**src/rtl/fetch_ctrl_if.sv**
```systemverilog
// Fetch controller bus bundle.
// Carries the instruction-memory request/response channel, the decode stall,
// the EX redirect, and the IF/ID register outputs.
interface fetch_ctrl_if;
    logic        imem_req_valid;
    logic        imem_req_ready;
    logic [63:0] imem_req_addr;
    logic        imem_rsp_valid;
    logic [31:0] imem_rsp_data;
    logic        id_stall;
    logic        ex_branch_taken;
    logic [63:0] ex_branch_target;
    logic        if_valid;
    logic [63:0] if_pc;
    logic [31:0] if_instr;
    logic        fetch_misaligned;

    // Fetch controller side
    modport master (
        output imem_req_valid, imem_req_addr, if_valid, if_pc, if_instr, fetch_misaligned,
        input  imem_req_ready, imem_rsp_valid, imem_rsp_data, id_stall,
               ex_branch_taken, ex_branch_target
    );

    // Memory / pipeline side
    modport slave (
        input  imem_req_valid, imem_req_addr, if_valid, if_pc, if_instr, fetch_misaligned,
        output imem_req_ready, imem_rsp_valid, imem_rsp_data, id_stall,
               ex_branch_taken, ex_branch_target
    );
endinterface

```
**src/rtl/fetch_ctrl.sv**
```systemverilog
// Instruction-fetch controller: owns the PC, issues one outstanding imem
// request at a time, handles decode stalls via a one-entry skid register and
// EX redirects via a kill flag that discards the in-flight response.
module fetch_ctrl #(
    parameter logic [63:0] RESET_PC  = 64'h0,
    parameter logic [31:0] NOP_INSTR = 32'h0000_0013
) (
    input logic          clk,
    input logic          rst,
    fetch_ctrl_if.master bus
);

    typedef enum logic [1:0] {StReq, StWait, StHold} state_e;

    state_e      state_q, state_d;
    logic        kill_q, kill_d;
    logic        req_en_q;
    logic [63:0] pc_q, pc_d;
    logic [31:0] skid_q, skid_d;
    logic        if_valid_q, if_valid_d;
    logic [63:0] if_pc_q, if_pc_d;
    logic [31:0] if_instr_q, if_instr_d;
    logic        misaligned_q, misaligned_d;
    logic        loaded;
    logic        req_hs;

    // Requests are held off until the first edge after reset releases.
    assign bus.imem_req_valid   = req_en_q && (state_q == StReq);
    assign bus.imem_req_addr    = pc_q;
    assign bus.if_valid         = if_valid_q;
    assign bus.if_pc            = if_pc_q;
    assign bus.if_instr         = if_instr_q;
    assign bus.fetch_misaligned = misaligned_q;
    assign req_hs               = bus.imem_req_valid && bus.imem_req_ready;

    // State, PC and IF/ID register update.
    always_ff @(posedge clk or posedge rst) begin
        if (rst) begin
            state_q      <= StReq;
            kill_q       <= 1'b0;
            req_en_q     <= 1'b0;
            pc_q         <= RESET_PC;
            skid_q       <= NOP_INSTR;
            if_valid_q   <= 1'b0;
            if_pc_q      <= RESET_PC;
            if_instr_q   <= NOP_INSTR;
            misaligned_q <= 1'b0;
        end else begin
            state_q      <= state_d;
            kill_q       <= kill_d;
            req_en_q     <= 1'b1;
            pc_q         <= pc_d;
            skid_q       <= skid_d;
            if_valid_q   <= if_valid_d;
            if_pc_q      <= if_pc_d;
            if_instr_q   <= if_instr_d;
            misaligned_q <= misaligned_d;
        end
    end

    // Next-state: redirect wins over response and stall.
    always_comb begin
        state_d      = state_q;
        kill_d       = kill_q;
        pc_d         = pc_q;
        skid_d       = skid_q;
        if_valid_d   = if_valid_q;
        if_pc_d      = if_pc_q;
        if_instr_d   = if_instr_q;
        misaligned_d = 1'b0;
        loaded       = 1'b0;

        if (bus.ex_branch_taken) begin
            pc_d         = {bus.ex_branch_target[63:2], 2'b00};
            if_valid_d   = 1'b0;
            if_instr_d   = NOP_INSTR;
            misaligned_d = |bus.ex_branch_target[1:0];
            case (state_q)
                StReq: begin
                    // Request accepted at the old PC: its response must be discarded.
                    if (req_hs) begin
                        state_d = StWait;
                        kill_d  = 1'b1;
                    end
                end
                StWait: begin
                    if (bus.imem_rsp_valid) begin
                        state_d = StReq;
                        kill_d  = 1'b0;
                    end else begin
                        kill_d = 1'b1;
                    end
                end
                default: state_d = StReq;
            endcase
        end else begin
            case (state_q)
                StReq: begin
                    if (req_hs) begin
                        state_d = StWait;
                    end
                end
                StWait: begin
                    if (bus.imem_rsp_valid) begin
                        if (kill_q) begin
                            kill_d  = 1'b0;
                            state_d = StReq;
                        end else if (!bus.id_stall || !if_valid_q) begin
                            if_valid_d = 1'b1;
                            if_pc_d    = pc_q;
                            if_instr_d = bus.imem_rsp_data;
                            pc_d       = pc_q + 64'd4;
                            state_d    = StReq;
                            loaded     = 1'b1;
                        end else begin
                            skid_d  = bus.imem_rsp_data;
                            state_d = StHold;
                        end
                    end
                end
                StHold: begin
                    // PC still points at the skid instruction.
                    if (!bus.id_stall) begin
                        if_valid_d = 1'b1;
                        if_pc_d    = pc_q;
                        if_instr_d = skid_q;
                        pc_d       = pc_q + 64'd4;
                        state_d    = StReq;
                        loaded     = 1'b1;
                    end
                end
                default: state_d = StReq;
            endcase
            // Decode consumed the current entry and nothing replaces it.
            if (!loaded && !bus.id_stall) begin
                if_valid_d = 1'b0;
                if_instr_d = NOP_INSTR;
            end
        end
    end

endmodule

```
**src/flat_wrapper.sv**
```systemverilog
// flat-port wrapper written by rule: the top's interface ports become plain ports
module fetch_ctrl_flat 
#(
    parameter logic [63:0] RESET_PC  = 64'h0,
    parameter logic [31:0] NOP_INSTR = 32'h0000_0013
)
  (clk, rst, bus_imem_req_valid, bus_imem_req_addr, bus_if_valid, bus_if_pc, bus_if_instr, bus_fetch_misaligned, bus_imem_req_ready, bus_imem_rsp_valid, bus_imem_rsp_data, bus_id_stall, bus_ex_branch_taken, bus_ex_branch_target);
  fetch_ctrl_if bus_i ();
  input logic clk;
  input logic rst;
  output wire logic [$bits(bus_i.imem_req_valid)-1:0] bus_imem_req_valid;
  output wire logic [$bits(bus_i.imem_req_addr)-1:0] bus_imem_req_addr;
  output wire logic [$bits(bus_i.if_valid)-1:0] bus_if_valid;
  output wire logic [$bits(bus_i.if_pc)-1:0] bus_if_pc;
  output wire logic [$bits(bus_i.if_instr)-1:0] bus_if_instr;
  output wire logic [$bits(bus_i.fetch_misaligned)-1:0] bus_fetch_misaligned;
  input wire logic [$bits(bus_i.imem_req_ready)-1:0] bus_imem_req_ready;
  input wire logic [$bits(bus_i.imem_rsp_valid)-1:0] bus_imem_rsp_valid;
  input wire logic [$bits(bus_i.imem_rsp_data)-1:0] bus_imem_rsp_data;
  input wire logic [$bits(bus_i.id_stall)-1:0] bus_id_stall;
  input wire logic [$bits(bus_i.ex_branch_taken)-1:0] bus_ex_branch_taken;
  input wire logic [$bits(bus_i.ex_branch_target)-1:0] bus_ex_branch_target;
  assign bus_imem_req_valid = bus_i.imem_req_valid;
  assign bus_imem_req_addr = bus_i.imem_req_addr;
  assign bus_if_valid = bus_i.if_valid;
  assign bus_if_pc = bus_i.if_pc;
  assign bus_if_instr = bus_i.if_instr;
  assign bus_fetch_misaligned = bus_i.fetch_misaligned;
  assign bus_i.imem_req_ready = bus_imem_req_ready;
  assign bus_i.imem_rsp_valid = bus_imem_rsp_valid;
  assign bus_i.imem_rsp_data = bus_imem_rsp_data;
  assign bus_i.id_stall = bus_id_stall;
  assign bus_i.ex_branch_taken = bus_ex_branch_taken;
  assign bus_i.ex_branch_target = bus_ex_branch_target;
  fetch_ctrl #(.RESET_PC(RESET_PC), .NOP_INSTR(NOP_INSTR)) u_core (.clk(clk), .rst(rst), .bus(bus_i));
endmodule
```
**config.mk**
```make
export PLATFORM = sky130hd
export DESIGN_NAME = fetch_ctrl_flat
export DESIGN_NICKNAME = d
export VERILOG_FILES = /design/src/rtl/fetch_ctrl_if.sv /design/src/rtl/fetch_ctrl.sv /design/src/flat_wrapper.sv
export SDC_FILE = /design/constraint.sdc
export NUM_CORES = 1
export LEC_CHECK = 0
export BUFFER_PORTS_ARGS = -buffer_cell sky130_fd_sc_hd__buf_2
export CORE_MARGIN = 1.5
export CORE_UTILIZATION = 58
export CTS_BUF_LIST = sky130_fd_sc_hd__clkbuf_8
export DETAILED_ROUTE_END_ITERATION = 16
export PLACE_DENSITY = 0.94
export SYNTH_ARGS = -nofsm -noshare
export SYNTH_HDL_FRONTEND = slang
export SYNTH_SLANG_ARGS = --single-unit
```
**constraint.sdc**
```tcl
create_clock -name clk -period 15.3 [get_ports clk]
set_input_delay 0.765 -clock clk [delete_from_list [all_inputs] [get_ports clk]]
set_output_delay 0.765 -clock clk [all_outputs]
set_load 0.01 [all_outputs]
```
==> metrics.md <==
| Metric | Value |
|---|---|
| Outcome | `finished clean` |
| Worst r2r path cells | `7` |
| Fraction of the cycle the final worst path needs | `0.248` |
| Post-synthesis mux area share | `0.151` |
| Pwr Density | `about 130 mW/mm^2` |
| Reg-to-reg endpoint | `u_core.bus.imem_req_addr[42]` |
| Share of cells above drive strength 1 | `0.393` |
| Post-CTS Resized | `0` |
| GPL Wtd Cong | `0.812` |
| Register area share after synthesis | `0.521` |
| Via/cell ratio | `6.05` |
| Synth Warn # | `0` |
| Post-synth ARST share | `1.00` |
| CTS Hold Bufs | `0` |
| Fillers | `1195` |
| Total grt overflow | `0` |
| Most frequent cell after synthesis | `dfrtp_1` |
| Final cell count without fillers | `around 1300` |
| Hold WC Path Type | `input pin to async pin` |
| Iter 0 DRT Violations | `665` |
| R2r setup slk | `11.51 ns` |
| Clock latency on the worst-skew pair | `0.46 ns` |
| Port buffer count | `260` |
| Clock Skew | `~0.014 ns` |
| Syn_area_per_cell | `11.2 sq um` |
| RR Startpoint | `u_core.state_q[0]` |
| Root Buffer | `clkbuf_8` |
| Placed instance count | `1257` |
| Cell variety after synth | `60` |
| Chip width | `130 um` |
| Synth Area in Adders | `0.00671` |
| Top cell type's share of synthesized area | `0.504` |
| Final nets | `1167` |
| Cells after synthesis | `between 800 and 900` |
| Global-route wire length before repair | `38.1 mm` |
| Simple-gate share of the synthesized area | `0.155` |
| Largest family of logic cells by synthesized area | `simple AND/OR/NAND/NOR gates` |
| Peak VDD IR | `0.0828 mV` |
| Synth Cell Area | `approximately 0.0093 sq mm` |
| Synth Flop Type | `dfrtp_1` |
| Number of flops mapped to enable cells by yosys | `0` |
| Post-Route WL | `24.4 mm` |
| Initial antenna violation count | `3` |
| Vias in the first global route | `roughly 7500` |
| Vias | `7817` |
| Clock tree buffer depth | `2` |
| DIE HEIGHT | `130 um` |
| Fin crit period | `3.79 ns` |
| Initial Util | `0.591` |
| Hold Vio Cnt, Final | `0` |
| Maxcap violations | `0` |
| Worst Path Arrival | `4.17 ns` |
| GRT Total Usage | `0.289` |
| Register Area | `0.00486 sq mm` |
| Required @ worst endpoint | `about 16 ns` |
| DRT antenna net count | `0` |
| Largest net degree at the start of global routing | `120` |
| Num rows | `46` |
| Slack of the critical path | `11.51 ns` |
| WL/cell | `around 19 um` |
| Slew HR | `0.284` |
| Compound-gate portion of the synthesized area | `0.110` |
| CTS tree | `built` |
| Post-CTS Setup Repair Bufs | `0` |
| Pins Over Slew Limit | `0` |
| Worst setup EP type | `register` |
| Setup-failing EPs final | `0` |
| Synth Area in XOR/XNOR | `0.0207` |
| Maximum fanout along the worst path | `38` |
| I/O pins | `265` |
| Full die area | `0.0168 sq mm` |
| Num CTS Buffers | `17` |
| Cell taking the most area after synthesis | `dfrtp_1` |
| Core area | `0.0158 sq mm` |
| Setup crit start kind | `register` |
| Kind of critical path | `register to register` |
| Top post-synthesis cells by count | `188 x dfrtp_1, 98 x mux2_2, 67 x nand2_1` |
| # DRC | `0` |
| RSZ-0062 raised after global routing | `false` |
| Least-Margin Pin Slew | `1.07 ns` |
| Multi-input gate area | `0.00417 sq mm` |
| #FFs+latches synth | `194` |
| Leak pwr | `0.00501 uW` |
| Worst Setup Slack post-DPL | `11.52 ns` |
| P&R area growth vs syn | `18.8%` |
| CTS Sinks | `194` |
| Largest cells by area after synthesis | `dfrtp_1 50%, mux2_2 12%, mux2i_1 3.2%, o2bb2ai_1 2.7%, nand2_1 2.7%` |
| Setup TNS | `0 ns` |
| CTS HTree Levels | `4` |
| Reg clk slew, reported paths | `0.10 ns` |
| HPWL Detailed | `17.3 mm` |
| DR pass1 iterations | `5` |
| Fmax | `around 260 MHz` |
==> stage by stage <==
stage	hold WS [ns]	util	cell area, sq um	power (uW)
2_1_floorplan	0.479	-	9340	962
3_3_place_gp	0.467	0.679	10700	1120
3_5_place_dp	0.468	0.679	10700	1140
4_1_cts	0.483	0.702	11100	1450
5_1_grt	0.501	0.702	11100	1510
6_report	0.448	0.702	11100	1440
==> worst max path at each step <==
| stage | start | endpoint | slack [ns] |
|---|---|---|---|
| after detailed placement | u_core.state_q[0] | u_core.bus.if_pc[13] | 11.52 |
| after global routing | u_core.state_q[0] | u_core.bus.imem_req_addr[42] | 11.13 |
| after CTS | u_core.state_q[0] | u_core.bus.if_pc[17] | 11.48 |
| after floorplan | rst | u_core.bus.fetch_misaligned | 9.26 |
| final | u_core.state_q[0] | u_core.bus.imem_req_addr[42] | 11.51 |
| after global placement | u_core.state_q[0] | u_core.bus.if_pc[13] | 11.64 |
==> layer usage <==
layer | wire [um] | up-vias | share of wire | global-route usage
met5 | 0 | - | 0 | 0
met4 | 868 | 0 | 0.036 | 0.144
met1 | 10100 | 3866 | 0.41 | 0.378
met2 | 11900 | 329 | 0.49 | 0.457
met3 | 1520 | 70 | 0.062 | 0.0627
li1 | - | 3552 | - | -
==> cell families (layout without fill, tap and decap cells) <==
group	Yosys count	count (layout)
adder cells (fa/ha/maj)	5	5
AO/OA/AOI/OAI	140	140
multiplexers	128	128
XOR/XNOR	22	22
other	2	8
buffers and inverters	76	312
flip-flops	194	194
AND/OR/NAND/NOR	266	266
==> power breakdown <==
part | switching [uW] | total, uW | leakage [uW] | internal (uW)
combinational | 204 | 402 | 0.00241 | 198
sequential | 88.9 | 730 | 0.00242 | 641
clock | 177 | 311 | 0.000183 | 134
==> cell type report <==
type | instances | share of cell area
flip-flops and latches | 194 | 0.439
multi-input cells | 566 | 0.376
repair buffers | 266 | 0.122
well taps | 216 | 0.0244
clock buffers | 19 | 0.0236
clock inverters | 12 | 0.00859
inverters | 15 | 0.00576
diodes | 3 | 0.000678
==> sequential cells by signal (all words and copies together) (netlist names) <==
name	flops
u_core.state_q	2
u_core.bus.if_valid	1
u_core.req_en_q	1
u_core.bus.if_pc	62
u_core.bus.imem_req_addr	62
u_core.skid_q	32
u_core.bus.if_instr	32
u_core.kill_q	1
u_core.bus.fetch_misaligned	1
==> placed cells by master, fill, tap and decap left out, drive strengths merged, types with 3 or more instances in the layout <==
cell type  Yosys  final
clkbuf        38     19
conb           2      5
nor2b          6      6
or4           15     15
diode          0      3
and2           7      7
nor3b          3      3
nor2          41     41
xnor2         13     13
nand4         37     37
nand2         68     68
ha             5      5
o21ai         30     30
dfrtp        188    188
nor3           9      9
nor4          14     14
and3           7      7
o2bb2ai       29     29
mux2i         30     30
nand3         33     33
xor2           9      9
dfstp          6      6
a21oi          3      3
o31a           4      4
mux2          98     98
clkinv         0      4
a31oi         22     22
and4          13     13
buf           23    266
o32a           3      3
o311ai        16     16
o31ai         14     14
or2            7      7
clkinvlp       0      4
inv           15     18
==> critical path, cell delays in order, from the launching register on <==
cell,delay (ns)
dfrtp_1,0.41
inv_1,0.12
ha_2,0.91
nor3b_1,0.39
a31o_2,0.40
nand4_1,0.60
or4_1,0.69
a31oi_1,0.18
(Power assumes the default switching activity.)
